$ cat src/rtl/ddr_local_responder.sv
// Responder between the port arbiter and the Altera DDR controller local interface.
// Single-word writes and aligned read bursts of 2^buf_width words, all outputs registered.
module ddr_local_responder #(
    parameter int LADR_WIDTH    = 24,
    parameter int MAX_BUF_WIDTH = 4,
    parameter int SIZE_WIDTH    = 5
) (
    input  logic                  sdram_clk,
    input  logic                  sdram_rst_n,
    input  logic                  acc_i,
    input  logic                  we_i,
    input  logic [31:0]           adr_i,
    input  logic [31:0]           dat_i,
    input  logic [3:0]            sel_i,
    input  logic [3:0]            buf_width_i,
    output logic                  ack_o,
    output logic [31:0]           adr_o,
    output logic [31:0]           dat_o,
    output logic                  idle_o,
    input  logic                  local_init_done,
    input  logic                  local_ready,
    output logic [LADR_WIDTH-1:0] local_address,
    output logic                  local_write_req,
    output logic                  local_read_req,
    output logic                  local_burstbegin,
    output logic [SIZE_WIDTH-1:0] local_size,
    output logic [31:0]           local_wdata,
    output logic [3:0]            local_be,
    input  logic [31:0]           local_rdata,
    input  logic                  local_rdata_valid
);

    typedef enum logic [2:0] {
        INIT,
        IDLE,
        WR_REQ,
        RD_REQ,
        RD_DATA,
        GUARD
    } state_t;

    function automatic logic [3:0] clamp_width(input logic [3:0] bw);
        return (bw > 4'(MAX_BUF_WIDTH)) ? 4'(MAX_BUF_WIDTH) : bw;
    endfunction

    function automatic logic [31:0] align_base(input logic [31:0] adr, input logic [3:0] bw);
        logic [31:0] span;
        span = 32'd4 << bw;
        return adr & ~(span - 32'd1);
    endfunction

    state_t                state_q, state_d;
    // Write: captured byte address. Read: aligned byte base of the burst.
    logic [31:0]           base_q, base_d;
    logic [SIZE_WIDTH-1:0] last_q, last_d;
    logic [SIZE_WIDTH-1:0] cnt_q, cnt_d;

    logic                  ack_d, idle_d, wr_d, rd_d, bb_d;
    logic [31:0]           adr_d, dat_d, wdata_d;
    logic [LADR_WIDTH-1:0] addr_d;
    logic [SIZE_WIDTH-1:0] size_d;
    logic [3:0]            be_d;

    logic [3:0]            bw_c;
    logic [31:0]           rd_base_c;
    logic [SIZE_WIDTH-1:0] rd_size_c;

    assign bw_c      = clamp_width(buf_width_i);
    assign rd_base_c = align_base(adr_i, bw_c);
    assign rd_size_c = SIZE_WIDTH'(1) << bw_c;

    always_comb begin
        state_d = state_q;
        base_d  = base_q;
        last_d  = last_q;
        cnt_d   = cnt_q;
        ack_d   = 1'b0;
        adr_d   = adr_o;
        dat_d   = dat_o;
        idle_d  = idle_o;
        wr_d    = local_write_req;
        rd_d    = local_read_req;
        bb_d    = local_burstbegin;
        addr_d  = local_address;
        size_d  = local_size;
        wdata_d = local_wdata;
        be_d    = local_be;

        unique case (state_q)
            INIT: begin
                if (local_init_done) begin
                    state_d = IDLE;
                    idle_d  = 1'b1;
                end
            end
            IDLE: begin
                idle_d = 1'b1;
                if (acc_i) begin
                    idle_d = 1'b0;
                    bb_d   = 1'b1;
                    if (we_i) begin
                        state_d = WR_REQ;
                        base_d  = adr_i;
                        wr_d    = 1'b1;
                        addr_d  = adr_i[LADR_WIDTH+1:2];
                        size_d  = SIZE_WIDTH'(1);
                        wdata_d = dat_i;
                        be_d    = sel_i;
                    end else begin
                        state_d = RD_REQ;
                        base_d  = rd_base_c;
                        rd_d    = 1'b1;
                        addr_d  = rd_base_c[LADR_WIDTH+1:2];
                        size_d  = rd_size_c;
                        last_d  = rd_size_c - SIZE_WIDTH'(1);
                        cnt_d   = '0;
                    end
                end
            end
            WR_REQ: begin
                if (local_ready) begin
                    wr_d    = 1'b0;
                    bb_d    = 1'b0;
                    ack_d   = 1'b1;
                    adr_d   = base_q;
                    state_d = GUARD;
                end
            end
            RD_REQ: begin
                if (local_ready) begin
                    rd_d    = 1'b0;
                    bb_d    = 1'b0;
                    cnt_d   = '0;
                    state_d = RD_DATA;
                end
            end
            RD_DATA: begin
                if (local_rdata_valid) begin
                    ack_d = 1'b1;
                    dat_d = local_rdata;
                    adr_d = base_q + (32'(cnt_q) << 2);
                    cnt_d = cnt_q + SIZE_WIDTH'(1);
                    if (cnt_q == last_q) begin
                        state_d = GUARD;
                    end
                end
            end
            GUARD: begin
                // Lets the port drop acc_i after its last ack before IDLE samples it again.
                state_d = IDLE;
                idle_d  = 1'b1;
            end
            default: begin
                state_d = INIT;
            end
        endcase
    end

    always_ff @(posedge sdram_clk or negedge sdram_rst_n) begin
        if (!sdram_rst_n) begin
            state_q          <= INIT;
            base_q           <= '0;
            last_q           <= '0;
            cnt_q            <= '0;
            ack_o            <= 1'b0;
            adr_o            <= '0;
            dat_o            <= '0;
            idle_o           <= 1'b0;
            local_write_req  <= 1'b0;
            local_read_req   <= 1'b0;
            local_burstbegin <= 1'b0;
            local_address    <= '0;
            local_size       <= '0;
            local_wdata      <= '0;
            local_be         <= '0;
        end else begin
            state_q          <= state_d;
            base_q           <= base_d;
            last_q           <= last_d;
            cnt_q            <= cnt_d;
            ack_o            <= ack_d;
            adr_o            <= adr_d;
            dat_o            <= dat_d;
            idle_o           <= idle_d;
            local_write_req  <= wr_d;
            local_read_req   <= rd_d;
            local_burstbegin <= bb_d;
            local_address    <= addr_d;
            local_size       <= size_d;
            local_wdata      <= wdata_d;
            local_be         <= be_d;
        end
    end

endmodule

$ cat config.mk
export PLATFORM = sky130hd
export DESIGN_NAME = ddr_local_responder
export DESIGN_NICKNAME = d
export VERILOG_FILES = /design/src/rtl/ddr_local_responder.sv
export SDC_FILE = /design/constraint.sdc
export NUM_CORES = 1
export LEC_CHECK = 0
export CELL_PAD_IN_SITES_DETAIL_PLACEMENT = 1
export CELL_PAD_IN_SITES_GLOBAL_PLACEMENT = 1
export CORE_AREA = 2 2 152 154
export CTS_CLUSTER_SIZE = 16
export DETAILED_ROUTE_END_ITERATION = 12
export DIE_AREA = 0 0 154 156
export GPL_ROUTABILITY_DRIVEN = 1
export PLACE_DENSITY_LB_ADDON = 0.1
export SLEW_MARGIN = 20
export SYNTH_ARGS = -nofsm -noshare
export SYNTH_HDL_FRONTEND = slang
export SYNTH_SLANG_ARGS = --single-unit
$ cat constraint.sdc
create_clock -name sdram_clk -period 2.44 [get_ports sdram_clk]
set_input_delay 0.488 -clock sdram_clk [delete_from_list [all_inputs] [get_ports sdram_clk]]
set_output_delay 0.488 -clock sdram_clk [all_outputs]
set_load 0.01 [all_outputs]
==> qor.yml <==
synth_cell_types: 46
routabilityCongestion: 0.828
final_routed_wirelength_um: 21900
final-instance-count-excl-fill: 1173
max_clock_freq_mhz: 439
detail_route.drc_violations: 0
critical_path.max_stage_delay_ns: 0.52
worstSetupEndpointType: "flop"
critical_path_peak_fanout: 8
post_synth.cell_area_avg_um2: 10.9
yosysWarnings: 0
port-buffer-count: 244
global_route.usage.total_pct: 18.7
r2r.worst_path.cells: 5
tritoncts.num_buffers: 17
cts_tree: "yes"
grt_remaining_overflow: 0
netlist_instances: 632
regToRegSetupSlack_ns: 0.16
layout_commonest_cell: "sky130_fd_sc_hd__clkdlybuf4s50_1"
post_route_cells_drive_above_1_share_pct: 15.8
core_area_um2: 22400
critical_path.cell_chain: "or3b_4 > nor4_4 > nand4_2 > or4_1 > a31oi_1"
cpLargestDelayFamily: "simple AND/OR/NAND/NOR gates"
outcome: "complete, no violations"
clock_insertion_delay_worst_skew_ns: 0.43
synth_edf_count: 0
dp.cells: 1140
dr_total_vias: 5717
synth_seq_cells: 154
timing.critical_path.buf_inv: 0
cts_post_setup_buffers_inserted: 0
r2r_end: "adr_o[29]"
tritoncts_num_sinks: 154
totalNegativeSetupSlack_ns: 0
chipWidth_um: 154
number_of_pins_with_negative_max_slew_slack_in_the_final_report: 0
clk_transition_reported_paths_ns: 0.06
layout_area_overhead_pct: 49.8
cts_root_buffer: "sky130_fd_sc_hd__clkbuf_16"
critPathArrivalTime_ns: 2.62
grt_start_max_net_pins: 72
htree_num_levels: 4
capturing_element_of_the_worst_setup_path: "adr_o[29]"
nets: 994
min_period_ns: 2.28
worst_hold_path_type: "flop to flop"
die_h_um: 156
initial_utilization_pct: 30.8
placementRows: 55
worstReg2RegStart: "state_q[2]"
power_total_w: 0.0129
via_per_inst: 4.87
most-common-layout-cells: "sky130_fd_sc_hd__clkdlybuf4s50_1 (243), sky130_fd_sc_hd__dfrtp_1 (154), sky130_fd_sc_hd__nand2_1 (117)"
drt_pre_antenna_iters: 4
synthArstFlopShare_pct: 100
drv.max_cap_violation_count: 0
grt_first_pass_wirelength_um: 35100
crit_required_ns: 2.78
unrepaired_setup_endpoints_after_global_routing: "false"
critPathSlowestCell: "sky130_fd_sc_hd__or4_1"
crit_path_start: "state_q[2]"
drt-wirelength-per-cell_um: 18.7
timing_worst_slew_pin_value_ns: 0.410
post_synth_instance_area_um2: 6880
worst_ir_drop_vdd_uv: 534
pin_count: 245
setup-violations-final: 0
sequential_element_share_of_the_synthesized_area_pct: 56.0
violation_count_after_the_first_detailed_routing_iteration: 318
clockBufferDepth: 2
die_area_um2: 24000
hold_viol_final: 0
grt_pass1_vias: 6338
finClkSkew_ns: 0.0101
ys_dominant_reg_cell: "sky130_fd_sc_hd__dfrtp_1"
timing.final.crit_share_pct: 93.3
cellLeakagePower_nw: 4.41
crit_path_start_kind: "flop"
drt.antenna.violating_nets: 0
estimated_wirelength_of_the_detail_placed_design_um: 16300
maxSlewHeadroom_pct: 72.0
grt_antenna_before_repair: 1
worst-setup-path-type: "flop to flop"
mappedNetlistNets: 751
utilization_pct: 46.1
path_depth: 5
power.density_cell_area_nw_per_um2: 1250
## cell families after synthesis
| logic type | after synthesis | synth area share [%] |
|---|---|---|
| buffers and inverters | 68 | 5.18 |
| xor gates and xnor gates | 21 | 2.67 |
| adders and majority gates | 8 | 1.56 |
| AOI/OAI and AO/OA | 106 | 9.76 |
| and+or+nand+nor | 207 | 13.7 |
| muxes | 68 | 11.1 |
| DFF | 154 | 56.0 |
## what timing repair did
item / CTS / global route
gates resized for setup: 0 / 1
endpoints found under the setup margin: 0 / 2
hold endpoints to repair: 26 / 0
hold buffers: 1 / 0
## worst min-delay path by stage
| stage | start | endpoint | slack, ns | depth (start not counted) |
|---|---|---|---|---|
| 3_3_place_gp | sdram_rst_n | adr_o[25] | 0.40 | 1 |
| 4_1_cts | adr_o[1] | adr_o[1] | 0.48 | 2 |
| 5_1_grt | adr_o[1] | adr_o[1] | 0.50 | 2 |
| 2_1_floorplan | sdram_rst_n | ack_o | 0.19 | 0 |
| 6_report | adr_o[1] | adr_o[1] | 0.47 | 2 |
| 3_5_place_dp | sdram_rst_n | adr_o[27] | 0.40 | 1 |
## state kept, by name (all words and copies together) (netlist names)
signal / cells
adr_o: 32
local_be: 4
dat_o: 32
ack_o: 1
local_address: 23
local_write_req: 1
local_read_req: 1
local_wdata: 32
local_size: 5
last_q: 4
state_q: 3
base_q: 9
local_burstbegin: 1
cnt_q: 5
idle_o: 1
## layout make-up
| class | instances | area [um2] |
|---|---|---|
| fill | 2399 | 12100 |
| sequential | 154 | 3850 |
| timing repair buffer | 277 | 2770 |
| multi-input combinational | 410 | 2680 |
| clock buffer | 21 | 480 |
| tap | 285 | 357 |
| clock inverter | 10 | 108 |
| inverter | 15 | 56.3 |
| antenna | 1 | 2.50 |
## stage by stage
step	hold slack (ns)	worst slack [ns]	instance area (um2)
after floorplan	0.192	0.143	6880
after global placement	0.397	0.235	9700
after detailed placement	0.401	0.168	9700
after CTS	0.476	0.117	10300
after global routing	0.499	0.0256	10300
final	0.472	0.163	10300
## Yosys cell counts (all sizes together), types with 2 or more instances
cell / n / area (um2)
nand4: 12 / 81.3
dfrtp: 154 / 3850
nor4: 2 / 27.5
or4: 4 / 30.0
nand3b: 2 / 15.0
nand2: 117 / 439
a211o: 3 / 26.3
nor3: 3 / 15.0
ha: 7 / 87.6
o211ai: 4 / 30.0
xnor2: 4 / 35.0
a22o: 8 / 70.1
mux2: 68 / 766
o31ai: 5 / 37.5
nor2b: 3 / 18.8
or3: 4 / 25.0
or2: 2 / 12.5
o21ai: 49 / 245
clkbuf: 22 / 82.6
a21oi: 7 / 35.0
nor2: 30 / 113
a211oi: 2 / 15.0
xor2: 17 / 149
o41ai: 2 / 17.5
a31oi: 12 / 75.1
nand3: 14 / 70.1
and2: 7 / 43.8
buf: 31 / 218
inv: 15 / 56.3
a21o: 3 / 22.5
o2111ai: 7 / 61.3
nand2b: 4 / 25.0
## worst min-delay path, cell delays in order, from the launching register on
cell                      delay [ns]
sky130_fd_sc_hd__dfrtp_1        0.34
sky130_fd_sc_hd__nand2_1        0.05
sky130_fd_sc_hd__nand2_1        0.05
## power breakdown
part | internal, W | switching, W | total (W) | leakage, nW
clock network | 0.00153 | 0.00110 | 0.00262 | 0.287
logic | 0.00316 | 0.00253 | 0.00569 | 2.22
registers | 0.00373 | 0.000851 | 0.00458 | 1.90
total | 0.00842 | 0.00448 | 0.0129 | 4.41
## layer usage
metal / global-route usage, % / routed length (um) / vias to the layer above
li1: - / - / 2660
met1: 22.4 / 9130 / 2903
met2: 32.2 / 11100 / 141
met3: 6.67 / 1440 / 13
met4: 4.09 / 181 / 0
met5: 0 / 0 / -
Note: power is estimated with default switching activity, not from simulation.
